<file path="src/rtl/ide_pkg.sv">
// Shared definitions for the IDE transfer controller: state encoding,
// sector geometry and the timeout counter width.
package ide_pkg;

  localparam int SECTOR_WORDS = 256;
  localparam int TIMEOUT_BITS = 20;

  typedef enum logic [2:0] {
    IDLE,
    FILL,
    XFER,
    DRAIN,
    DONE
  } xfer_state_t;

  // A sector count of zero in the command register means 256 sectors.
  function automatic logic [8:0] load_count(input logic [7:0] n);
    return (n == 8'd0) ? 9'd256 : {1'b0, n};
  endfunction

endpackage

</file>
<file path="src/rtl/ide_strobe_edge.sv">
// Falling-edge detector for a gated host data strobe; the history register
// only advances on clk_en cycles, so the pulse is qualified by clk_en.
module ide_strobe_edge (
  input  logic clk,
  input  logic reset,
  input  logic clk_en,
  input  logic strobe,
  output logic fall
);

  logic prev;

  always_ff @(posedge clk or posedge reset) begin
    if (reset) begin
      prev <= 1'b0;
    end else if (clk_en) begin
      prev <= strobe;
    end
  end

  assign fall = clk_en & prev & ~strobe;

endmodule

</file>
<file path="src/rtl/ide_xfer_ctrl.sv">
// IDE PIO data-transfer sequencer between host strobes and the sector FIFO.
// Optional FILL/DRAIN watchdog enabled by defining IDE_XFER_TIMEOUT_EN.
module ide_xfer_ctrl
  import ide_pkg::*;
(
  input  logic       clk,
  input  logic       reset,
  input  logic       clk_en,
  input  logic       cmd_start,
  input  logic       cmd_dir,
  input  logic [7:0] sector_count,
  input  logic       host_rd,
  input  logic       host_wr,
  input  logic       fifo_full,
  input  logic       fifo_empty,
  output logic       fifo_rd,
  output logic       fifo_wr,
  output logic       fifo_reset,
  output logic       bsy,
  output logic       drq,
  output logic       irq,
  output logic       hdd_req,
  output logic       error,
  output logic [8:0] sectors_left,
  output logic [7:0] word_cnt
);

  xfer_state_t state, state_next;
  logic       dir;
  logic       rd_fall, wr_fall, word_done, wrap;
  logic       start_ok, dec_sectors, irq_set, irq_clr, timeout;
  logic [8:0] sectors_dec;

  // Strobes reach the FIFO only while the host is allowed to move data.
  assign fifo_rd     = host_rd & drq & dir;
  assign fifo_wr     = host_wr & drq & ~dir;
  assign word_done   = (rd_fall | wr_fall) & (state == XFER);
  assign wrap        = word_done & (word_cnt == 8'(SECTOR_WORDS - 1));
  assign sectors_dec = sectors_left - 9'd1;

  ide_strobe_edge u_rd_edge (
    .clk    (clk),
    .reset  (reset),
    .clk_en (clk_en),
    .strobe (fifo_rd),
    .fall   (rd_fall)
  );

  ide_strobe_edge u_wr_edge (
    .clk    (clk),
    .reset  (reset),
    .clk_en (clk_en),
    .strobe (fifo_wr),
    .fall   (wr_fall)
  );

  always_ff @(posedge clk or posedge reset) begin
    if (reset) begin
      state <= IDLE;
    end else if (clk_en) begin
      state <= state_next;
    end
  end

  always_comb begin
    state_next  = state;
    bsy         = 1'b0;
    drq         = 1'b0;
    hdd_req     = 1'b0;
    start_ok    = 1'b0;
    dec_sectors = 1'b0;
    irq_set     = 1'b0;
    irq_clr     = 1'b0;
    case (state)
      IDLE: begin
        irq_clr = host_rd | host_wr | cmd_start;
        if (cmd_start) begin
          start_ok   = 1'b1;
          state_next = cmd_dir ? FILL : XFER;
        end
      end
      FILL: begin
        bsy     = 1'b1;
        hdd_req = 1'b1;
        if (fifo_full) begin
          irq_set    = 1'b1;
          state_next = XFER;
        end else if (timeout) begin
          irq_set    = 1'b1;
          state_next = IDLE;
        end
      end
      XFER: begin
        drq = 1'b1;
        // Flags are not looked at here, so a sector wrap always wins.
        if (wrap) begin
          if (dir) begin
            dec_sectors = 1'b1;
            state_next  = (sectors_dec == 9'd0) ? DONE : FILL;
          end else begin
            state_next = DRAIN;
          end
        end
      end
      DRAIN: begin
        bsy     = 1'b1;
        hdd_req = 1'b1;
        if (fifo_empty) begin
          dec_sectors = 1'b1;
          irq_set     = 1'b1;
          state_next  = (sectors_dec == 9'd0) ? DONE : XFER;
        end else if (timeout) begin
          irq_set    = 1'b1;
          state_next = IDLE;
        end
      end
      DONE: begin
        irq_clr    = host_rd | host_wr;
        state_next = IDLE;
      end
      default: state_next = IDLE;
    endcase
  end

  always_ff @(posedge clk or posedge reset) begin
    if (reset) begin
      dir          <= 1'b0;
      fifo_reset   <= 1'b0;
      irq          <= 1'b0;
      sectors_left <= 9'd0;
      word_cnt     <= 8'd0;
    end else if (clk_en) begin
      fifo_reset <= start_ok;
      if (start_ok) begin
        dir          <= cmd_dir;
        sectors_left <= load_count(sector_count);
      end else if (dec_sectors) begin
        sectors_left <= sectors_dec;
      end
      if (start_ok) begin
        word_cnt <= 8'd0;
      end else if (word_done) begin
        word_cnt <= word_cnt + 8'd1;
      end
      if (irq_set) begin
        irq <= 1'b1;
      end else if (irq_clr) begin
        irq <= 1'b0;
      end
    end
  end

`ifdef IDE_XFER_TIMEOUT_EN
  logic [TIMEOUT_BITS-1:0] wait_cnt;

  // Counts cycles spent waiting on firmware; restarts whenever the state changes.
  assign timeout = ((state == FILL) || (state == DRAIN)) & (&wait_cnt);

  always_ff @(posedge clk or posedge reset) begin
    if (reset) begin
      wait_cnt <= '0;
      error    <= 1'b0;
    end else if (clk_en) begin
      if ((state_next != state) || !((state == FILL) || (state == DRAIN))) begin
        wait_cnt <= '0;
      end else begin
        wait_cnt <= wait_cnt + 1'b1;
      end
      if (start_ok) begin
        error <= 1'b0;
      end else if (timeout && (state_next == IDLE)) begin
        error <= 1'b1;
      end
    end
  end
`else
  assign timeout = 1'b0;
  assign error   = 1'b0;
`endif

endmodule

</file>
<file path="config.mk">
export PLATFORM = sky130hd
export DESIGN_NAME = ide_xfer_ctrl
export DESIGN_NICKNAME = d
export VERILOG_FILES = /design/src/rtl/ide_pkg.sv /design/src/rtl/ide_strobe_edge.sv /design/src/rtl/ide_xfer_ctrl.sv
export SDC_FILE = /design/constraint.sdc
export NUM_CORES = 1
export LEC_CHECK = 0
export BUFFER_PORTS_ARGS = -buffer_cell sky130_fd_sc_hd__buf_4
export CORE_MARGIN = 10
export CORE_UTILIZATION = 35
export CTS_BUF_LIST = sky130_fd_sc_hd__clkbuf_2
export DETAILED_ROUTE_END_ITERATION = 16
export PLACE_DENSITY_LB_ADDON = 0.25
export SETUP_SLACK_MARGIN = 0.15
export SLEW_MARGIN = 25
export SYNTH_ARGS = -nofsm -noshare
export SYNTH_HDL_FRONTEND = slang
export SYNTH_SLANG_ARGS = --single-unit
</file>
<file path="constraint.sdc">
create_clock -name clk -period 2.65 [get_ports clk]
set_input_delay 0.1325 -clock clk [delete_from_list [all_inputs] [get_ports clk]]
set_output_delay 0.1325 -clock clk [all_outputs]
set_load 0.01 [all_outputs]
</file>
# After elaboration in Yosys (flattened, before gate mapping)
# Index checks and enable logic that the tools add are counted.
# Widths: inputs -> output; s select.
# totals
elab_cells,74
input_bits,17
regBits,25
# op_classes
n_reduce_logical,12
n_addsub,2
eq_ne,9
n_mux,27
n_bitwise,16
# op_table
cell,n
$mux 9,3
$mux 3,7
$mux 8,2
$pmux 3 s4,1
$and 1x1->1,10
$mux 1,10
$logic_not 9->1,1
$sub 9x1->9 const B,1
$add 8x1->8 const B,1
$eq 8x8->1 const B,1
$logic_not 8->1,1
$ne 2x2->1 const B,4
$reduce_and 2->1,4
$eq 3x2->1 const B,2
$pmux 1 s2,3
$reduce_bool 2->1,3
$reduce_and 5->1,1
$eq 3x1->1 const B,1
$eq 3x3->1 const B,1
$logic_not 3->1,1
$not 1->1,3
$or 1x1->1,3
$mux 2,1
$reduce_or 2->1,1

# Longest topological paths before layout
# depth
word_depth,13
ltp_mapped,7
ltp_nobuf,7

# Modules after synthesis
# Synthesis repeated with hierarchy kept, for this count alone.
# hier_totals
hier_cells,177
area_unflattened_um2,1599.0
# by_module_without_submodules
module,n_inst,cells_each,area_each_um2,seq_area_each_um2
ide_xfer_ctrl,1,169,1491.4,575.6
ide_strobe_edge,2,4,53.8,25.0

# Least setup slack after synthesis
# OpenSTA, ideal clock, no wires.
# synth_path
path_kind,reg-to-reg
from,reg state[2]
to,reg sectors_left[8]
path_slack_ns,0.873
required_ns,2.529
arrival_time_ns,1.656
n_path_buf,1
synth_period_minus_slack_ns,1.777
stages_incl_launch_ff,7
path_cell_list,dfrtp_1 > buf_2 > nor2b_1 > a31oi_2 > o22ai_4 > o21ai_1 > a22o_1
# synth_between
elab_chain_cells,13
# synth_lines
item,line_no,rtl
start: declaration,ide_xfer_ctrl.sv:28,"xfer_state_t state, state_next;"
start signal: assignment,ide_xfer_ctrl.sv:61,state <= state_next;
$eq 3x2->1,"ide_xfer_ctrl.sv:37, ide_xfer_ctrl.sv:74",
$mux 1,ide_xfer_ctrl.sv:74,case (state)
"$and 1x1->1, on equally long branches (2 in series)","ide_xfer_ctrl.sv:35, ide_xfer_ctrl.sv:36",
$not 1->1,ide_strobe_edge.sv:21,assign fall = clk_en & prev & ~strobe;
$and 1x1->1,ide_strobe_edge.sv:21,
$or 1x1->1,ide_xfer_ctrl.sv:37,assign word_done = (rd_fall | wr_fall) & (state == XFER);
$and 1x1->1,ide_xfer_ctrl.sv:37,
$and 1x1->1,ide_xfer_ctrl.sv:38,assign wrap = word_done & (word_cnt == 8'(SECTOR_WORDS - 1));
$mux 1,ide_xfer_ctrl.sv:96,if (wrap) begin
$pmux 1 s2,ide_xfer_ctrl.sv:74,
$reduce_bool 2->1 (no source line),n/a,
$reduce_and 2->1 (no source line),n/a,
end signal: assignment,ide_xfer_ctrl.sv:136,sectors_left <= load_count(sector_count);
end signal: assignment,ide_xfer_ctrl.sv:138,sectors_left <= sectors_dec;
end: declaration,ide_xfer_ctrl.sv:24,"output logic [8:0] sectors_left,"
# Parallel ways exist; a longest one is shown, timed or not.
# A chain may end at the register's enable or synchronous reset.

# Final worst setup path
# layout_path
from,reg state[1]
to,reg sectors_left[8]
# Same word-level chain as after synthesis.

==> results by group <==
Placement
  • Area after DPL: 0.00193 sq mm
  • IO buf count: 40
  • Post-DP HPWL: 3030 um
  • Dpl cells: 259
  • Dpl ws: 568 ps
  • Gpl congestion: between 0.8 and 0.9

Floorplan
  • Initial Util: 0.368
  • Top-Level Pins: 42
  • Die Area: between 0.007 and 0.008 sq mm
  • Placement Rows: 24
  • Die width: just under 90 um
  • Vert. Die Dim: 88.1 um
  • Core area: 0.00441 sq mm

Timing
  • Final Hold Fails: 0
  • Setup TNS: 0 ps
  • Worst clock skew: roughly 5.6 ps
  • Peak Freq: 0.470 GHz
  • Slew headroom: 0.584
  • Fin crit period: about 2100 ps
  • Tcrit/Tclk final: 0.804
  • Worst-Margin Slew: 624 ps
  • RSZ-0062 raised after global routing: no
  • Smallest hold slack: 21.7 ps
  • Max Slew Vio Count: 0
  • Post-route setup slack: 520 ps
  • Final setup vio count: 0

Finish
  • Post-route cell area: around 0.0020 sq mm
  • Area Growth Syn to Fin: 20.5%
  • Antenna Diode Count: 0
  • Fin cells: 264
  • Layout cells sized above 1: 0.307
  • Final nets: 233

Global route
  • Initial antenna violation count: 0
  • Global-route wire length before repair: approximately 7000 um
  • Met3 Use GR: 0.0501
  • Largest net degree at the start of global routing: 26
  • All-Layer GR Usage: 0.108
  • GRT busiest layer: met2
  • Total gr overflow: 0
  • Number of global-route vias before repair: between 1,000 and 1,500
  • Met2 usage: 0.169
  • Met1 Use GR: 0.136

Clock network
  • Clock transition at the registers of the reported paths: roughly 260 ps
  • CTS max path bufs: 2
  • Post-CTS Setup Bufs: 0
  • PostCTS Resize Cnt: 0
  • Root Buffer Master: clkbuf_2
  • H-tree levels: 1
  • Clock Sinks: 25
  • Clk_lat worst skew: approximately 360 ps
  • Hold-fix buffers at CTS: 1
  • Cts bufs inserted: 3
  • CTS tree: yes

Routing
  • Final ANT Viol Nets: 0
  • Average wire per standard cell: 15.3 um
  • Initial DRC count: 42
  • First-pass detailed-route iteration total: 4
  • # DRC: 0
  • Post-Route WL: slightly above 4000 um
  • Via Count: between 1,000 and 1,500
  • Via/cell ratio: 5.36

Synth
  • Area leader, netlist: dfrtp_1
  • Ys async rst share: 1.00
  • Syn_nets: between 150 and 200
  • Top cells by area, synth: dfrtp_1 (39%), o21ai_0 (3.7%), nand2_1 (3.7%)
  • Post-synthesis instance area: 0.00162 sq mm
  • Seq cells post-synth: 25
  • Most common cell in the netlist: dfrtp_1
  • Post-synth EDFFs: 0
  • Seq/Total Area, Yosys: 0.385
  • Top FF cell, synth: dfrtp_1
  • Post-Syn Instances: 175
  • Synth cell types: 50
  • Most frequent cells after synthesis: dfrtp_1 (25), nand2_1 (16), nor2_1 (12), o21ai_0 (12), a21oi_1 (11)
  • Yosys warnings: 0
  • Area share of the largest cell type after synthesis: 0.385
  • Syn_area_per_cell: 9.28 sq um

Setup path
  • Setup crit end kind: flip-flop
  • Crit path max fanout: 19
  • Critical path launch point: state[1]
  • Worst EP arrival: 2430 ps
  • Buf/Inv on CP: 0
  • CP Launch Type: flip-flop
  • Critical path class: flip-flop to flip-flop
  • Crit-path cells: nor3b_4 > o2111ai_2 > o22ai_4 > o21ai_1 > a22o_1
  • Worst R2R Start: state[1]
  • Slowest Stage Delay on Critical Path: 620 ps
  • Slowest CP cell: dfrtp_1
  • CP delay by family, top: compound AO/OA/AOI/OAI gates
  • CP required: around 3000 ps

Power
  • Pleak: 0.893 nW
  • Peak supply drop: roughly 390 uV
  • Pwr Density: 867 mW/mm^2

Hold path
  • Hold Startpoint: sector_count[1]
  • Worst hold path type: input pin to flip-flop

Flow run
  • Max_cap viols: 0

Status
  • Status: finished, final reports clean
[worst register-to-register path, delay by kind of cell, from the launching register on]
kind | cells | cell delay, ps
AO/OA/AOI/OAI | 4 | 1040
AND/OR/NAND/NOR | 1 | 420
flip-flops | 1 | 620
[layout by cell type (no fill, tap or decap), drive strengths merged, types with 3 or more instances in the layout]
master and n:
or2 3, mux2 4, clkbuf 3, o21ai 14
ha 3, nor3 7, nor4 4, inv 8
dfrtp 25, a21o 3, and3 4, nand4 3
xnor2 6, nand3 8, o2111ai 3, o22ai 3
buf 42, nand2 16, a21oi 12, nor2 12
[through the flow]
step	util	total power, W
2_1_floorplan	-	0.00125
3_3_place_gp	0.437	0.00154
3_5_place_dp	0.437	0.00155
4_1_cts	0.443	0.00172
5_1_grt	0.443	0.00186
6_report	0.443	0.00170
[state kept, by name, summed over array words and instances (netlist names)]
name	count
dir	1
fifo_reset	1
irq	1
sectors_left	9
state	3
u_rd_edge.prev	1
u_wr_edge.prev	1
word_cnt	8
[worst paths after layout]
path                                         to  slack (ps)  cells after the start
worst max-delay path            sectors_left[8]         520                      5
worst min-delay path            sectors_left[1]          20                      3
worst max register to register  sectors_left[8]         520                      5
worst min register to register       fifo_reset         540                      1
max in group asynchronous              state[1]        1980                      3
min in group asynchronous           word_cnt[2]         320                      3
[power breakdown]
group / switching [W] / internal, W / leakage, nW
clock: 0.000126 / 0.0000342 / 0.0164
sequential: 0.000190 / 0.000498 / 0.321
combinational: 0.000427 / 0.000421 / 0.556
[layer usage]
layer | share of wire | routed length, um | vias to the layer above
met4 | 0.0047 | 19 | 0
li1 | - | - | 713
met3 | 0.078 | 315 | 2
met2 | 0.45 | 1830 | 29
met5 | 0 | 0 | -
met1 | 0.46 | 1870 | 670
[final cells by class]
class	instances	area, sq um
inverters	8	30.0
fillers	442	2460
well taps	52	65.1
clock inverters	1	5.00
repair buffers	43	325
multi-input cells	132	891
flip-flops and latches	25	626
clock buffers	3	15.0
[cells by family after synthesis]
| family | share of synthesized area |
|---|---|
| flip-flops | 0.385 |
| multiplexers | 0.0277 |
| AND/OR/NAND/NOR | 0.251 |
| XOR/XNOR | 0.0324 |
| other | 0.00231 |
| buffers and inverters | 0.0663 |
| adder cells (fa/ha/maj) | 0.0231 |
| AO/OA/AOI/OAI | 0.212 |
No activity file was read; power rests on OpenSTA's default activity.
